===== config.mk =====
export PLATFORM = sky130hd
export DESIGN_NAME = mem_clr_engine
export DESIGN_NICKNAME = d
export VERILOG_FILES = /design/src/rtl/mem_clr_engine.sv
export SDC_FILE = /design/constraint.sdc
export NUM_CORES = 1
export LEC_CHECK = 0
export CAP_MARGIN = 20
export CORE_ASPECT_RATIO = 2
export CORE_UTILIZATION = 47
export CTS_BUF_LIST = sky130_fd_sc_hd__clkbuf_8
export DETAILED_ROUTE_END_ITERATION = 10
export PLACE_DENSITY = 0.78
export SKIP_CTS_REPAIR_TIMING = 1
export SLEW_MARGIN = 25
export SYNTH_ARGS = -nofsm -noshare
export SYNTH_HDL_FRONTEND = slang
export SYNTH_SLANG_ARGS = --single-unit

===== constraint.sdc =====
create_clock -name clk -period 2 [get_ports clk]
set_clock_uncertainty 0.2 [all_clocks]
set_input_delay 0.3 -clock clk [delete_from_list [all_inputs] [get_ports clk]]
set_output_delay 0.3 -clock clk [all_outputs]
set_load 0.1 [all_outputs]

===== src/rtl/mem_clr_engine.sv =====
// ---------------------------------------------------------------------------
// mem_clr_engine
//
// Fills one bank of a double-buffered frame buffer with a constant value.
// The bank that is cleared is the one not currently displayed (~swap). It is
// latched when a request is accepted in IDLE. Every pixel address of that
// bank is then written once, honouring write-port back-pressure.
//
// Ports
//   clk            in   rising-edge system clock
//   reset          in   asynchronous active-low reset
//   mem_str_clr    in   clear request level; dropping it aborts or acknowledges
//   swap           in   current bank-swap state from the system controller
//   mem_ready      in   write port accepts a write this cycle
//   mem_we         out  frame-buffer write enable (high for the whole CLEAR)
//   mem_addr       out  {bank, pixel_cnt} while clearing, zero otherwise
//   mem_data       out  constant CLR_VAL
//   mem_clr_finish out  high in DONE until the request is withdrawn
//   busy           out  high while in CLEAR
// ---------------------------------------------------------------------------
module mem_clr_engine #(
    parameter int unsigned H_RES   = 160,
    parameter int unsigned V_RES   = 120,
    parameter int unsigned CNT_W   = 15,
    parameter int unsigned DATA_W  = 8,
    parameter int unsigned CLR_VAL = 0
) (
    input  logic              clk,
    input  logic              reset,
    input  logic              mem_str_clr,
    input  logic              swap,
    input  logic              mem_ready,
    output logic              mem_we,
    output logic [CNT_W:0]    mem_addr,
    output logic [DATA_W-1:0] mem_data,
    output logic              mem_clr_finish,
    output logic              busy
);

    localparam int unsigned      PIXELS   = H_RES * V_RES;
    localparam logic [CNT_W-1:0] LAST_PIX = CNT_W'(PIXELS - 1);

    typedef enum logic [1:0] {
        StIdle,
        StClear,
        StDone
    } state_e;

    state_e           state_q, state_d;
    logic [CNT_W-1:0] cnt_q, cnt_d;
    logic             bank_q, bank_d;

    always_ff @(posedge clk or negedge reset) begin
        if (!reset) begin
            state_q <= StIdle;
            cnt_q   <= '0;
            bank_q  <= 1'b0;
        end else begin
            state_q <= state_d;
            cnt_q   <= cnt_d;
            bank_q  <= bank_d;
        end
    end

    always_comb begin
        state_d = state_q;
        cnt_d   = cnt_q;
        bank_d  = bank_q;
        case (state_q)
            StIdle: begin
                // Bank is latched here only, so swap changes mid-clear are ignored.
                if (mem_str_clr) begin
                    bank_d  = ~swap;
                    cnt_d   = '0;
                    state_d = StClear;
                end
            end
            StClear: begin
                if (!mem_str_clr) begin
                    // Abort takes priority over completing the last pixel.
                    state_d = StIdle;
                    cnt_d   = '0;
                    bank_d  = 1'b0;
                end else if (mem_ready) begin
                    // mem_we is always high here, so ready alone means accepted.
                    // The counter stops at the last pixel instead of wrapping.
                    if (cnt_q == LAST_PIX) begin
                        state_d = StDone;
                    end else begin
                        cnt_d = cnt_q + CNT_W'(1);
                    end
                end
            end
            StDone: begin
                if (!mem_str_clr) begin
                    state_d = StIdle;
                    cnt_d   = '0;
                    bank_d  = 1'b0;
                end
            end
            default: begin
                state_d = StIdle;
                cnt_d   = '0;
                bank_d  = 1'b0;
            end
        endcase
    end

    // Outputs decode the registered state only, so reset clears them at once.
    always_comb begin
        busy           = (state_q == StClear);
        mem_we         = busy;
        mem_clr_finish = (state_q == StDone);
        mem_addr       = busy ? {bank_q, cnt_q} : '0;
        mem_data       = DATA_W'(CLR_VAL);
    end

endmodule


Word level (Yosys, flattened, before mapping)
Cells that the tools add are included.
- mux-type cells: 16
- $add $sub $neg: 1
- multiply operators: 0
- bitwise operators: 1
- shift-type cells: 0
- reductions and logical operators: 5
- equal/unequal tests: 9
- div/mod/pow operators: 0
- order comparisons: 0
- operators with widths (kind ; count):
    2-to-1 mux 15 bit ; 5
    case mux 15 bit (3 select lines) ; 1
    2-to-1 mux 16 bit ; 1
    adder 15 x 1 -> 15 bit, second input constant ; 1
    equality test 15 bit, second input constant ; 1
    2-to-1 mux 2 bit ; 5
    AND reduction 4 bit ; 2
    inequality test 2 bit, second input constant ; 3
    inequality test 3 bit, second input constant ; 2
    case mux 2 bit (3 select lines) ; 1
    inequality test 3 x 2 -> 1 bit, second input constant ; 1
    equality test 2 x 1 -> 1 bit, second input constant ; 1
    equality test 2 bit, second input constant ; 1
    logical NOT 2 bit ; 1
    2-to-1 mux 1 bit ; 2
    case mux 1 bit (2 select lines) ; 1
    AND reduction 2 bit ; 1
    OR reduction 2 bit ; 1
    NOT 1 bit ; 1
- register bits after elaboration: 18
- memories kept: 0
- output and inout port bits: 27
- RAM bits: 0
- bits of input ports: 5
- memory bits (read-only): 0
- word-level logic and storage cells: 35
- latch bits: 0

Depth between registers and ports, before layout
- word-level depth: 5
- gate-level depth with buffers: 8
- mapped depth without buffers: 6

Worst setup path after synthesis
OpenSTA, ideal clock, no wires.
- kind: register -> output
- start: register state_q[1]
- end: output mem_addr[10]
- cell stages (with the launch flop): 6
- path buffers: 2
- path slack: -1073 ps
- arrival: 2573 ps
- data required time: 1500 ps
- cells stage by stage: dfrtp_1 inv_1 ha_1 buf_2 clkbuf_1 and2_1
- cells in the longest elaborated chain, start to end: 2
- ends and longest elaborated chain (what ; line ; RTL):
    from (decl) ; 49 ; state_e state_q, state_d;
    from (signal assigned) ; 55 ; state_q <= StIdle;
    from (signal assigned) ; 59 ; state_q <= state_d;
    equality test 2 x 1 -> 1 bit ; 111 ; busy = (state_q == StClear);
    named net busy ; 37 ; output logic busy
    2-to-1 mux 16 bit ; 114 ; mem_addr = busy ? {bank_q, cnt_q} : '0;
    to (decl) ; 34 ; output logic [CNT_W:0] mem_addr,
The timed path passes the listed nets, and every way through them passes these cells.

Final worst setup path
- start: register cnt_q[0]
- end: register cnt_q[4]
- cells in the longest elaborated chain, start to end: 5
- elaborated cells on any way between the ends: 8
- classes of those cells: add/sub (1); eq/ne (2); mux (4); reduce/logical (1)
- ends and longest elaborated chain (what ; line ; RTL):
    from (decl) ; 50 ; logic [CNT_W-1:0] cnt_q, cnt_d;
    from (signal assigned) ; 60 ; cnt_q <= cnt_d;
    adder 15 x 1 -> 15 bit ; 90 ; cnt_d = cnt_q + CNT_W'(1);
    2-to-1 mux 15 bit ; 87 ; if (cnt_q == LAST_PIX) begin
    2-to-1 mux 15 bit ; 84 ; end else if (mem_ready) begin
    2-to-1 mux 15 bit ; 79 ; if (!mem_str_clr) begin
    case mux 15 bit (3 select lines) ; 69 ; case (state_q)
Several ways; a longest one is shown, not always the timed one. The select of a mux whose other input is x is not followed.
A chain may end at the register's enable or synchronous reset.

==> summary.md <==
| Metric | Value |
|---|---|
| CTS tree | `done` |
| DPL Wire Length | `~3.1 mm` |
| Non-filler cells, final | `approximately 230` |
| # nets final | `~210` |
| DR pass1 iterations | `4` |
| Post-Synth Simple-Gate Area | `about 30%` |
| Vias in the first global route | `1,404` |
| Cell Area, Synth | `1399 um2` |
| Min Tclk post-route | `~2.0 ns` |
| WP data arrival | `1.92 ns` |
| Antenna-violating nets left | `0` |
| Max-cap violations | `0` |
| Distinct cells, synth | `48` |
| Initial DRC Count | `90` |
| Total CTS buffers | `3` |
| Final period util | `between 90 and 100%` |
| Total die area | `3212 um2` |
| First-pass GRT wire length | `6.451 mm` |
| Dominant cells by area after synthesis | `dfrtp_1 32%, and2_1 7.6%, buf_4 7.0%` |
| Multiplexer share of the synthesized area | `1.073%` |
| Status | `finished clean` |
| Vias per inst | `around 6.4` |
| Clock Latency Late Sink | `~0.26 ns` |
| Power per standard cell area | `roughly 920 nW/um2` |
| I/O Buffers | `23` |
| Xor and xnor area share after synthesis | `0%` |
| Main flop type after synthesis | `dfrtp_1` |
| Compound-Gate Fraction of Synth Area | `approximately 22%` |
| Overflow after GRT | `0` |
| Crit Path Max Fanout | `5` |
| Layout cells sized above 1 | `47.74%` |
| Layout Area Growth over Synthesis | `52.41%` |
| Synthesis Warnings | `0` |
| Post-synth ARST share | `100.0%` |
| Final setup viols | `0` |
| Antenna violations before repair | `0` |
| Max Slew Vio Count | `0` |
| Mapped Cells | `between 150 and 200` |
| Clk slew on worst S/H paths | `approximately 0.080 ns` |
| Routability-driven placement congestion ratio | `approximately 0.93` |
| Hold WC Path Type | `input port to asynchronous set/reset pin` |
| Register area share after synthesis | `~32%` |
| TritonCTS Sinks | `18` |
| H-tree depth | `1` |
| I/O pins | `32` |
| Lkg Pwr | `about 0.9 nW` |
| DP Cell Count | `about 220` |
| Post-synth top area share | `between 30% and 40%` |
| Initial Utilization | `between 40 and 50%` |
| CP Launch Type | `flop` |
| Adder-Cell Fraction of Synth Area | `4.472%` |
| Crit path capture type | `flop` |
| Hold Violations, Final | `0` |
| Drt total wl | `4.340 mm` |
| Number of synthesized flops with an enable pin | `0` |
| F_max | `a little over 500 MHz` |
| Largest net degree at the start of global routing | `19` |
| GRT Total Usage | `29.18%` |
| Row cnt | `27` |
| Die height | `79.15 um` |
| Wl on met1 | `~1.4 mm` |
| Routed len/inst | `19.04 um` |
| Core area | `~2800 um2` |
| Die X | `between 40 and 50 um` |
| WS Path Type | `flop to flop` |
| Met2 Routed Length | `between 2 and 2.5 mm` |
| Vias | `between 1,000 and 1,500` |
| Met3 Routed Length | `around 250 um` |
| Total Power | `around 2 mW` |
| Root buffer cell | `clkbuf_8` |
| Max Buffers Root-to-Sink | `2` |
| CP required | `a little under 2 ns` |
| Mapped Avg Cell Area | `between 9 and 10 um2` |
| Top-count cell post-synth | `dfrtp_1` |
| Largest family of logic cells by synthesized area | `simple AND/OR/NAND/NOR gates` |
| Post-synth top cells | `18 x dfrtp_1, 17 x and2_1, 13 x buf_4, 10 x nand2_1, 9 x a21oi_1` |
| Synth area leader | `dfrtp_1` |
| Ant diodes | `0` |
| Uppermost layer routed | `met4` |
| Synth Register Bits | `18` |
| VDD IR max | `just under 900 uV` |
| # DRC | `0` |
## logic make-up after synthesis
logic type | after synthesis
flops | 18
fa+ha+maj | 5
compound gates | 42
buf+inv | 23
mux | 1
simple gates | 65
other cells | 1
## worst max-delay path, stage by stage, from the launching register on
cell and delay, ns:
dfrtp_1 0.37, ha_2 0.21, and3_4 0.20, nand4_1 0.17
buf_4 0.21, buf_6 0.13, buf_4 0.14, a32o_1 0.23
## cell type report
cell class | instances | area (um2)
multi-input combinational | 121 | 924.6
fill | 192 | 671.9
timing repair buffer | 52 | 654.4
sequential | 18 | 456.7
clock buffer | 3 | 41.29
tap | 29 | 36.28
inverter | 5 | 18.77
## layer usage
layer  GRT usage, %  vias up
li1               -      649
met2          49.84       78
met4          19.00        0
met5              0        -
met1          28.21      698
met3          6.425       30
## registers in the layout (all words and copies together) (netlist names)
register and flops:
bank_q 1, state_q 2, cnt_q 15
## power by group
group | switching [mW] | internal (mW) | total, mW
Clock | 0.131 | 0.134 | 0.265
Combinational | 0.779 | 0.470 | 1.25
Sequential | 0.0426 | 0.408 | 0.451
## layout by cell type, fill, tap and decap left out, drive strengths merged, types with 2 or more instances in the layout
master / netlist / routed
buf: 17 / 48
dfrtp: 18 / 18
and2: 18 / 18
nand2: 10 / 10
a21oi: 9 / 9
conb: 1 / 8
nor2: 7 / 7
a31oi: 7 / 7
o21ai: 7 / 7
nand3: 7 / 7
nand4: 5 / 5
inv: 5 / 5
and4: 5 / 5
ha: 5 / 5
clkdlybuf4s50: 0 / 4
o211ai: 3 / 3
clkbuf: 1 / 3
nor4: 3 / 3
and3: 2 / 2
a32o: 2 / 2
o31a: 2 / 2
a21boi: 2 / 2
a41oi: 2 / 2
a21o: 2 / 2
## worst paths after layout
path,from,end,slack (ns),cells past startpoint
setup / recovery,cnt_q[0]$_DFFE_PN0P_,cnt_q[4]$_DFFE_PN0P_,0.02,7
hold / removal,reset,cnt_q[10]$_DFFE_PN0P_,0.18,2
setup reg to reg,cnt_q[0]$_DFFE_PN0P_,cnt_q[4]$_DFFE_PN0P_,0.02,7
hold reg to reg,cnt_q[5]$_DFFE_PN0P_,cnt_q[5]$_DFFE_PN0P_,0.36,1
max in group asynchronous,reset,cnt_q[13]$_DFFE_PN0P_,1.19,2
min in group clk,cnt_q[5]$_DFFE_PN0P_,cnt_q[5]$_DFFE_PN0P_,0.36,1
## through the flow
step                      hold WS, ns  setup TNS (ns)  util (%)  worst slack (ns)  cell area, um2
after CTS                      0.1872         -0.8993     71.71           -0.1375            2011
after global placement         0.3586               0     70.24          0.009161            1969
after detailed placement       0.3648        -0.09673     70.24          -0.05479            1969
final                          0.1762               0     76.04           0.01748            2132
after floorplan               -0.1956       -0.002017         -         -0.002017            1514
after global routing           0.2183         -0.1392     76.04          -0.03333            2132
Power figures use the tool's default switching activity.
